<file path="src/rtl/csr_trap_seq.sv">
// csr_trap_seq
//   Machine-mode trap sequencer. Detects an interrupt, exception or mret at
//   commit, then writes mepc/mcause/mtval/mstatus (or just mstatus for mret)
//   one per cycle through the CSR file's single write port, and finishes with
//   a one-cycle PC redirect. While idle it forwards the pipeline's own CSR
//   writes, so it also arbitrates the write port.
//
// Ports
//   clk, rst                 clock, async active-high reset
//   valid, ins_pc, ins_tval  committing instruction and its fault value
//   <exception flags>, m_ret commit events, qualified by valid
//   int_req                  level external interrupt request
//   mstatus_in/mtvec_in/mepc_in  current CSR values
//   cpu_csr_*                pipeline write request; cpu_csr_stall = not taken
//   csr_write/_index/_data_w CSR file write port
//   trap_busy                sequence in progress
//   int_acc                  one-cycle pulse when an interrupt is taken
//   redirect, redirect_pc    one-cycle PC redirect
module csr_trap_seq #(
    parameter int INT_CAUSE = 11
) (
    input  logic        clk,
    input  logic        rst,
    input  logic        valid,
    input  logic [31:0] ins_pc,
    input  logic [31:0] ins_tval,
    input  logic        ins_addr_mis,
    input  logic        ins_acc_fault,
    input  logic        ins_page_fault,
    input  logic        ill_ins,
    input  logic        ecall,
    input  logic        ebreak,
    input  logic        ld_addr_mis,
    input  logic        st_addr_mis,
    input  logic        ld_acc_fault,
    input  logic        st_acc_fault,
    input  logic        ld_page_fault,
    input  logic        st_page_fault,
    input  logic        m_ret,
    input  logic        int_req,
    input  logic [31:0] mstatus_in,
    input  logic [31:0] mtvec_in,
    input  logic [31:0] mepc_in,
    input  logic        cpu_csr_write,
    input  logic [11:0] cpu_csr_index,
    input  logic [31:0] cpu_csr_wdata,
    output logic        cpu_csr_stall,
    output logic        csr_write,
    output logic [11:0] csr_write_index,
    output logic [31:0] csr_data_w,
    output logic        trap_busy,
    output logic        int_acc,
    output logic        redirect,
    output logic [31:0] redirect_pc
);

    localparam logic [2:0] S_IDLE    = 3'd0;
    localparam logic [2:0] S_EPC     = 3'd1;
    localparam logic [2:0] S_CAUSE   = 3'd2;
    localparam logic [2:0] S_TVAL    = 3'd3;
    localparam logic [2:0] S_STATUS  = 3'd4;
    localparam logic [2:0] S_RSTATUS = 3'd5;
    localparam logic [2:0] S_REDIR   = 3'd6;

    logic [2:0]  state, state_nx;
    logic [31:0] cap_pc, cap_tval, cap_tgt, cap_mstatus;
    logic [30:0] cap_cause;
    logic        cap_int;

    logic        idle, exc_any, take_int, take_trap, take_mret;
    logic [30:0] exc_cause, trap_cause;
    logic [31:0] trap_tval, trap_tgt;

    assign idle    = (state == S_IDLE);
    assign exc_any = valid & (ins_addr_mis | ins_acc_fault | ins_page_fault | ill_ins |
                              ecall | ebreak | ld_addr_mis | st_addr_mis |
                              ld_acc_fault | st_acc_fault | ld_page_fault | st_page_fault);

    // Interrupt wins over everything and needs no committing instruction.
    assign take_int  = idle & int_req & mstatus_in[3];
    assign take_trap = idle & ((int_req & mstatus_in[3]) | exc_any);
    assign take_mret = idle & valid & m_ret & ~exc_any & ~(int_req & mstatus_in[3]);

    always_comb begin
        exc_cause = 31'd0;
        if      (ins_page_fault) exc_cause = 31'd12;
        else if (ins_acc_fault)  exc_cause = 31'd1;
        else if (ill_ins)        exc_cause = 31'd2;
        else if (ins_addr_mis)   exc_cause = 31'd0;
        else if (ecall)          exc_cause = 31'd11;
        else if (ebreak)         exc_cause = 31'd3;
        else if (st_addr_mis)    exc_cause = 31'd6;
        else if (ld_addr_mis)    exc_cause = 31'd4;
        else if (st_page_fault)  exc_cause = 31'd15;
        else if (ld_page_fault)  exc_cause = 31'd13;
        else if (st_acc_fault)   exc_cause = 31'd7;
        else if (ld_acc_fault)   exc_cause = 31'd5;
    end

    assign trap_cause = take_int ? 31'(INT_CAUSE) : exc_cause;

    // Exception causes 11 and 3 are only ever ecall/ebreak, which carry no tval.
    assign trap_tval = (take_int || exc_cause == 31'd11 || exc_cause == 31'd3) ? 32'd0 : ins_tval;

    // Vectored mode only offsets interrupts; exceptions always land on base.
    assign trap_tgt = {mtvec_in[31:2], 2'b00} +
                      ((take_int && mtvec_in[1:0] == 2'b01) ? (32'(trap_cause) << 2) : 32'd0);

    always_comb begin
        state_nx = state;
        case (state)
            S_IDLE: begin
                if (take_trap)      state_nx = S_EPC;
                else if (take_mret) state_nx = S_RSTATUS;
            end
            S_EPC:     state_nx = S_CAUSE;
            S_CAUSE:   state_nx = S_TVAL;
            S_TVAL:    state_nx = S_STATUS;
            S_STATUS:  state_nx = S_REDIR;
            S_RSTATUS: state_nx = S_REDIR;
            S_REDIR:   state_nx = S_IDLE;
            default:   state_nx = S_IDLE;
        endcase
    end

    always_ff @(posedge clk or posedge rst) begin
        if (rst) begin
            state       <= S_IDLE;
            trap_busy   <= 1'b0;
            int_acc     <= 1'b0;
            cap_pc      <= 32'd0;
            cap_tval    <= 32'd0;
            cap_tgt     <= 32'd0;
            cap_mstatus <= 32'd0;
            cap_cause   <= 31'd0;
            cap_int     <= 1'b0;
        end else begin
            state     <= state_nx;
            trap_busy <= (state_nx != S_IDLE);
            int_acc   <= take_int;
            if (take_trap) begin
                cap_pc      <= ins_pc;
                cap_tval    <= trap_tval;
                cap_tgt     <= trap_tgt;
                cap_mstatus <= mstatus_in;
                cap_cause   <= trap_cause;
                cap_int     <= take_int;
            end else if (take_mret) begin
                cap_tgt <= mepc_in;
            end
        end
    end

    always_comb begin
        cpu_csr_stall   = 1'b0;
        csr_write       = 1'b0;
        csr_write_index = 12'h000;
        csr_data_w      = 32'd0;
        redirect        = 1'b0;
        redirect_pc     = 32'd0;
        if (!idle) cpu_csr_stall = cpu_csr_write;
        case (state)
            S_IDLE: begin
                // A detected trap/mret drops the faulting instruction's write.
                if (!take_trap && !take_mret) begin
                    csr_write       = cpu_csr_write;
                    csr_write_index = cpu_csr_index;
                    csr_data_w      = cpu_csr_wdata;
                end
            end
            S_EPC: begin
                csr_write       = 1'b1;
                csr_write_index = 12'h341;
                csr_data_w      = cap_pc & 32'hFFFF_FFFC;
            end
            S_CAUSE: begin
                csr_write       = 1'b1;
                csr_write_index = 12'h342;
                csr_data_w      = {cap_int, cap_cause};
            end
            S_TVAL: begin
                csr_write       = 1'b1;
                csr_write_index = 12'h343;
                csr_data_w      = cap_tval;
            end
            S_STATUS: begin
                csr_write       = 1'b1;
                csr_write_index = 12'h300;
                csr_data_w      = cap_mstatus;
                csr_data_w[7]   = cap_mstatus[3];
                csr_data_w[3]   = 1'b0;
                csr_data_w[12:11] = 2'b11;
            end
            S_RSTATUS: begin
                csr_write       = 1'b1;
                csr_write_index = 12'h300;
                csr_data_w      = mstatus_in;
                csr_data_w[3]   = mstatus_in[7];
                csr_data_w[7]   = 1'b1;
            end
            S_REDIR: begin
                redirect    = 1'b1;
                redirect_pc = cap_tgt;
            end
            default: ;
        endcase
    end

endmodule

</file>
<file path="config.mk">
export PLATFORM = sky130hd
export DESIGN_NAME = csr_trap_seq
export DESIGN_NICKNAME = d
export VERILOG_FILES = /design/src/rtl/csr_trap_seq.sv
export SDC_FILE = /design/constraint.sdc
export NUM_CORES = 1
export LEC_CHECK = 0
export CORE_MARGIN = 3
export CORE_UTILIZATION = 47
export DETAILED_ROUTE_END_ITERATION = 12
export DONT_BUFFER_PORTS = 1
export PLACE_DENSITY = 0.61
export REMOVE_ABC_BUFFERS = 1
export SETUP_SLACK_MARGIN = 0.3
export SKIP_CTS_REPAIR_TIMING = 1
export SLEW_MARGIN = 40
export SYNTH_ARGS = -nofsm -noshare
export SYNTH_HDL_FRONTEND = slang
export SYNTH_SLANG_ARGS = --single-unit
</file>
<file path="constraint.sdc">
create_clock -name clk -period 12.4 [get_ports clk]
set_input_delay 2.48 -clock clk [delete_from_list [all_inputs] [get_ports clk]]
set_output_delay 2.48 -clock clk [all_outputs]
set_load 0.03 [all_outputs]
</file>
### Word-level counts from Yosys, hierarchy flattened

Index checks and enable logic that the tools add are counted.

| cells by class | value |
|---|---|
| add/sub/neg operators | 1 |
| eq/ne operators | 9 |
| mux-type cells | 29 |
| bitwise logic cells | 23 |
| reduce and logical (&&, ||, !) cells | 11 |

Operators with widths:

| operator | number |
|---|---|
| 32-bit 2-to-1 mux | 6 |
| 32-bit one-hot mux with 6 select lines | 1 |
| 31-bit 2-to-1 mux | 2 |
| 12-bit one-hot mux with 5 select lines | 1 |
| 4-bit 2-to-1 mux | 9 |
| 32-bit adder | 1 |
| 31-bit by 2-bit == test with 1-bit output (second input constant) | 1 |
| 31-bit by 4-bit == test with 1-bit output (second input constant) | 1 |
| 3-bit one-hot mux with 5 select lines | 1 |
| 12-bit 2-to-1 mux | 1 |
| 3-bit 2-to-1 mux | 4 |
| 1-bit OR | 12 |
| 1-bit bitwise AND | 9 |
| 3-bit == test (second input constant) | 3 |
| 3-bit by 2-bit == test with 1-bit output (second input constant) | 2 |
| 5-bit OR reduction | 1 |
| 3-bit by 1-bit == test with 1-bit output (second input constant) | 1 |
| 3-bit zero test | 1 |
| 1-bit 2-to-1 mux | 3 |
| 3-bit nonzero test | 1 |
| 2-bit by 1-bit == test with 1-bit output (second input constant) | 1 |
| 1-bit logical AND | 2 |
| 1-bit zero test | 2 |
| 1-bit logical OR | 2 |
| other kinds (4) | 5 |

| storage, ports and cells | value |
|---|---|
| bits in registers | 165 |
| input bits | 222 |
| output and inout bits | 81 |
| word-level logic and storage cells | 82 |

### Longest topological paths before layout

| depth | value |
|---|---|
| depth in word-level cells | 19 |
| mapped depth | 13 |
| gate-level depth less buffers | 11 |

### Least setup slack after synthesis

OpenSTA, ideal clock, no wires.

| timing path | value |
|---|---|
| path type | input -> output |
| start | input ins_acc_fault |
| end | output csr_data_w[23] |
| arrival | 4.176 ns |
| required time | 9.920 ns |
| path slack | 5.744 ns |
| stages on the path | 6 |
| buffers on the path | 1 |
| path through | nor3_1 -> a41oi_1 -> nor4_2 -> clkbuf_1 -> nand2_1 -> nand3_1 |

| on the way | value |
|---|---|
| cells in the longest elaborated chain, start to end | 19 |
| elaborated cells on any way between the ends | 22 |
| those cells by class | 2 x mux; 17 x bitwise; 3 x reduce/logical |

RTL lines:

| element | RTL line | source |
|---|---|---|
| start: declaration | 28 | `input logic ins_acc_fault,` |
| 1-bit OR * (4 in a row) | 75 | `assign exc_any = valid & (ins_addr_mis \| ins_acc_fault \| ins_page_fault \| ill_ins \|` |
| 1-bit OR * (4 in a row) | 76 | `ecall \| ebreak \| ld_addr_mis \| st_addr_mis \|` |
| 1-bit OR * (3 in a row) | 77 | `ld_acc_fault \| st_acc_fault \| ld_page_fault \| st_page_fault);` |
| 1-bit bitwise AND * | 75 |  |
| 1-bit inverter | 82 | `assign take_mret = idle & valid & m_ret & ~exc_any & ~(int_req & mstatus_in[3]);` |
| 1-bit bitwise AND (2 in a row) | 82 |  |
| 1-bit zero test | 165 | `if (!take_trap && !take_mret) begin` |
| 1-bit logical AND * | 165 |  |
| 32-bit 2-to-1 mux * | 165 |  |
| 32-bit one-hot mux with 6 select lines * | 162 | `case (state)` |
| end: declaration | 50 | `output logic [31:0] csr_data_w,` |

Mark *: on every way between the ends. The rest lies on a longest branch, timed or not.

### Worst setup path after layout

| timing path | value |
|---|---|
| start | input ins_acc_fault |
| end | output csr_data_w[17] |

Same word-level chain as after synthesis.

==> impl_metrics.py <==
metrics = {
    "outcome": {
        "outcome": "finished, final reports clean",
    },
    "global_routing": {
        "track_usage_pct": 25.1,
        "grt_pass1_vias": 6349,
        "grt_max_degree": 73,
        "grt_pass1_wl_mm": 35.1,
        "antenna_found_initial": 0,
        "gr-total-overflow": 0,
    },
    "routing": {
        "drt-initial-drc-count": 450,
        "wl_mm": 22.0,
        "dr.pass1.iters": 5,
        "drc_errors": 0,
        "drtAntennaViolNets": 0,
        "vias": 6309,
        "vias_per_cell": 6.07,
        "avgRoutedWirePerCell_um": 21.2,
    },
    "timing": {
        "slew_headroom_pct": 46.3,
        "fin_skew_ps": 9.78,
        "worst_pin_slew_ps": 797,
        "finalSetupTns_ps": 0,
        "postLayoutSetupSlackWorst_ps": 5370,
        "rsz0062_at_grt": "no",
        "finalMaxSlewViolations": 0,
        "fin_crit_ps": 7030,
        "hold_violations": 0,
        "fin_crit_sh_pct": 56.7,
        "clock.fmax_mhz": 142,
        "finalSetupViolCount": 0,
    },
    "clock_network": {
        "cts.sinks": 133,
        "tritoncts": "done",
        "clk_pin_slew_worst_paths_ps": 50,
        "root_buffer": "clkbuf_16",
        "cts_max_level": 4,
        "clkLatencyLatePin_ps": 420,
        "clk_path_buf_depth": 2,
        "cts_buffers": 17,
    },
    "synth": {
        "synthTopCellsByCount": "230 x nand2_1, 133 x dfrtp_1, 50 x a22oi_1",
        "synthesis.area_um2": 7390,
        "syn_inst": 839,
        "yosysTopAreaCell": "dfrtp_1",
        "synth.distinct_cells": 59,
        "synth_seq_area_share_pct": 45.1,
        "synth-main-ff-cell": "dfrtp_1",
        "synth.most_common_cell": "nand2_1",
        "synth-edff-count": 0,
        "yosys-top-cells-area": "dfrtp_1 45%, nand2_1 12%, a22oi_1 5.1%, and2_1 3.9%, a22o_1 3.8%",
        "avgSynthCellArea_um2": 8.80,
        "ys_async_sr_fraction_pct": 100,
        "ys_seq_elements": 133,
        "synth_warnings": 0,
        "synth_top_area_share_pct": 45.1,
    },
    "floorplan": {
        "dieWidth_um": 131,
        "die_h_um": 131,
        "dieArea_um2": 17300,
        "num_rows": 45,
        "io_pins": 303,
        "initial_core_util_pct": 48.2,
        "core_um2": 15300,
    },
    "critical_path": {
        "critPathKind": "in -> out",
        "cp.depth": 6,
        "worst-path-buf-inv": 1,
        "critPathLaunchType": "primary input",
        "rr_worst_depth": 12,
        "crit_path_max_fanout": 44,
        "slowest_delay_ps": 570,
        "cp.arrival_ps": 4550,
        "path_delay_family": "simple AND/OR/NAND/NOR gates",
        "path_cells": "nor3_1 -> a41oi_1 -> nor4_4 -> buf_4 -> nand2_1 -> nand3_1",
        "setup.worst_path.end_class": "primary output",
        "critPathRequiredTime_ps": 9920,
        "crit_slowest_cell": "nor3_1",
    },
    "worst_hold_path": {
        "min_path_type": "reg -> reg",
        "holdPathStages": 2,
    },
    "place": {
        "port_buffers": 0,
        "dpl_worst_slack_ps": 5390,
        "dp.cells": 1007,
        "dpl.hpwl_mm": 15.2,
        "gp_congestion": 0.827,
    },
    "layout": {
        "final_cells": 1039,
        "final_layout_size_suffix_gt1_share_pct": 7.73,
        "diodes": 0,
        "syn_to_final_growth_pct": 10.8,
        "finalNetCount": 1042,
    },
    "power": {
        "leakage_nw": 3.69,
        "ir_drop_mv": 0.100,
        "power_density_nw_per_um2": 264,
    },
    "flow_run": {
        "maxCapViolations": 0,
    },
}
## worst paths after layout
kind / from / endpoint / slack (ps)
setup / recovery: ins_acc_fault / csr_data_w[17] / 5370
hold / removal: cap_mstatus[20] / cap_mstatus[20] / 470
setup reg to reg: state[0] / cap_tgt[22] / 8660
hold reg to reg: cap_mstatus[20] / cap_mstatus[20] / 470
max in group asynchronous: rst / cap_tgt[31] / 9330
min in group asynchronous: rst / cap_pc[19] / 2000
## worst register-to-register path, stage by stage (launching register included)
cell and delay, ps:
dfrtp_1 660, nor3_1 460, nand2_1 220, nor3b_1 260, ha_1 230, inv_1 60
fa_1 400, nand2b_1 220, a2111oi_2 330, buf_4 250, nand3_1 100, xnor2_1 160
a211o_1 280
## where the power goes
part	switching (mW)	internal, mW	leakage (nW)
Combinational	0.599	0.275	1.78
Clock	0.192	0.324	0.295
Sequential	0.130	0.641	1.62
Total	0.921	1.24	3.69
## per-layer routing
layer	GRT usage [%]	wire [um]
met1	31.3	8860
met2	40.3	10400
met3	9.30	2210
met4	9.22	582
met5	0	0
## through the flow
stage / total power [mW] / hold WS (ps) / utilization [%] / area [um2]
floorplan: 1.47 / 435 / - / 7140
global placement: 1.62 / 457 / 49.3 / 7560
detailed placement: 1.66 / 462 / 49.4 / 7570
CTS: 2.18 / 476 / 53.4 / 8190
global route: 2.30 / 493 / 53.5 / 8190
finish: 2.16 / 473 / 53.5 / 8190
## cells by family after synthesis
kind of cell / share of synthesized area [%]
xor gates and xnor gates: 2.96
other: 0.0508
buffers and inverters: 3.88
muxes: 3.03
DFF: 45.1
and+or+nand+nor: 25.4
AOI/OAI and AO/OA: 18.6
adders and majority gates: 0.949
## final cells by class
class / instances / area (um2)
fillers: 1453 / 7130
multi-input cells: 640 / 3840
flip-flops and latches: 133 / 3330
clock buffers: 22 / 494
well taps: 211 / 264
clock inverters: 10 / 119
repair buffers: 12 / 93.8
inverters: 11 / 46.3
## flip-flops by register name, summed over array words and instances, names as in the netlist, 3 cells and up
signal,cells
cap_tgt,32
cap_tval,32
state,3
cap_pc,30
cap_cause,4
cap_mstatus,29
## cells in the final DEF, fill, tap and decap left out, drive strengths merged, types with 4 or more instances in the layout
| cell type | instances |
|---|---|
| a21o | 7 |
| a21oi | 23 |
| a221o | 5 |
| a221oi | 17 |
| a22o | 32 |
| a22oi | 50 |
| a31oi | 4 |
| and2 | 46 |
| and3 | 8 |
| and4 | 6 |
| buf | 12 |
| clkbuf | 22 |
| dfrtp | 133 |
| ha | 4 |
| inv | 13 |
| mux2i | 19 |
| nand2 | 230 |
| nand3 | 36 |
| nand4 | 13 |
| nor2 | 32 |
| nor2b | 7 |
| nor3 | 9 |
| nor3b | 5 |
| nor4 | 4 |
| o21a | 4 |
| o21ai | 11 |
| o22ai | 4 |
| xnor2 | 8 |
| xor2 | 17 |
Note: power is estimated with default switching activity, not from simulation.
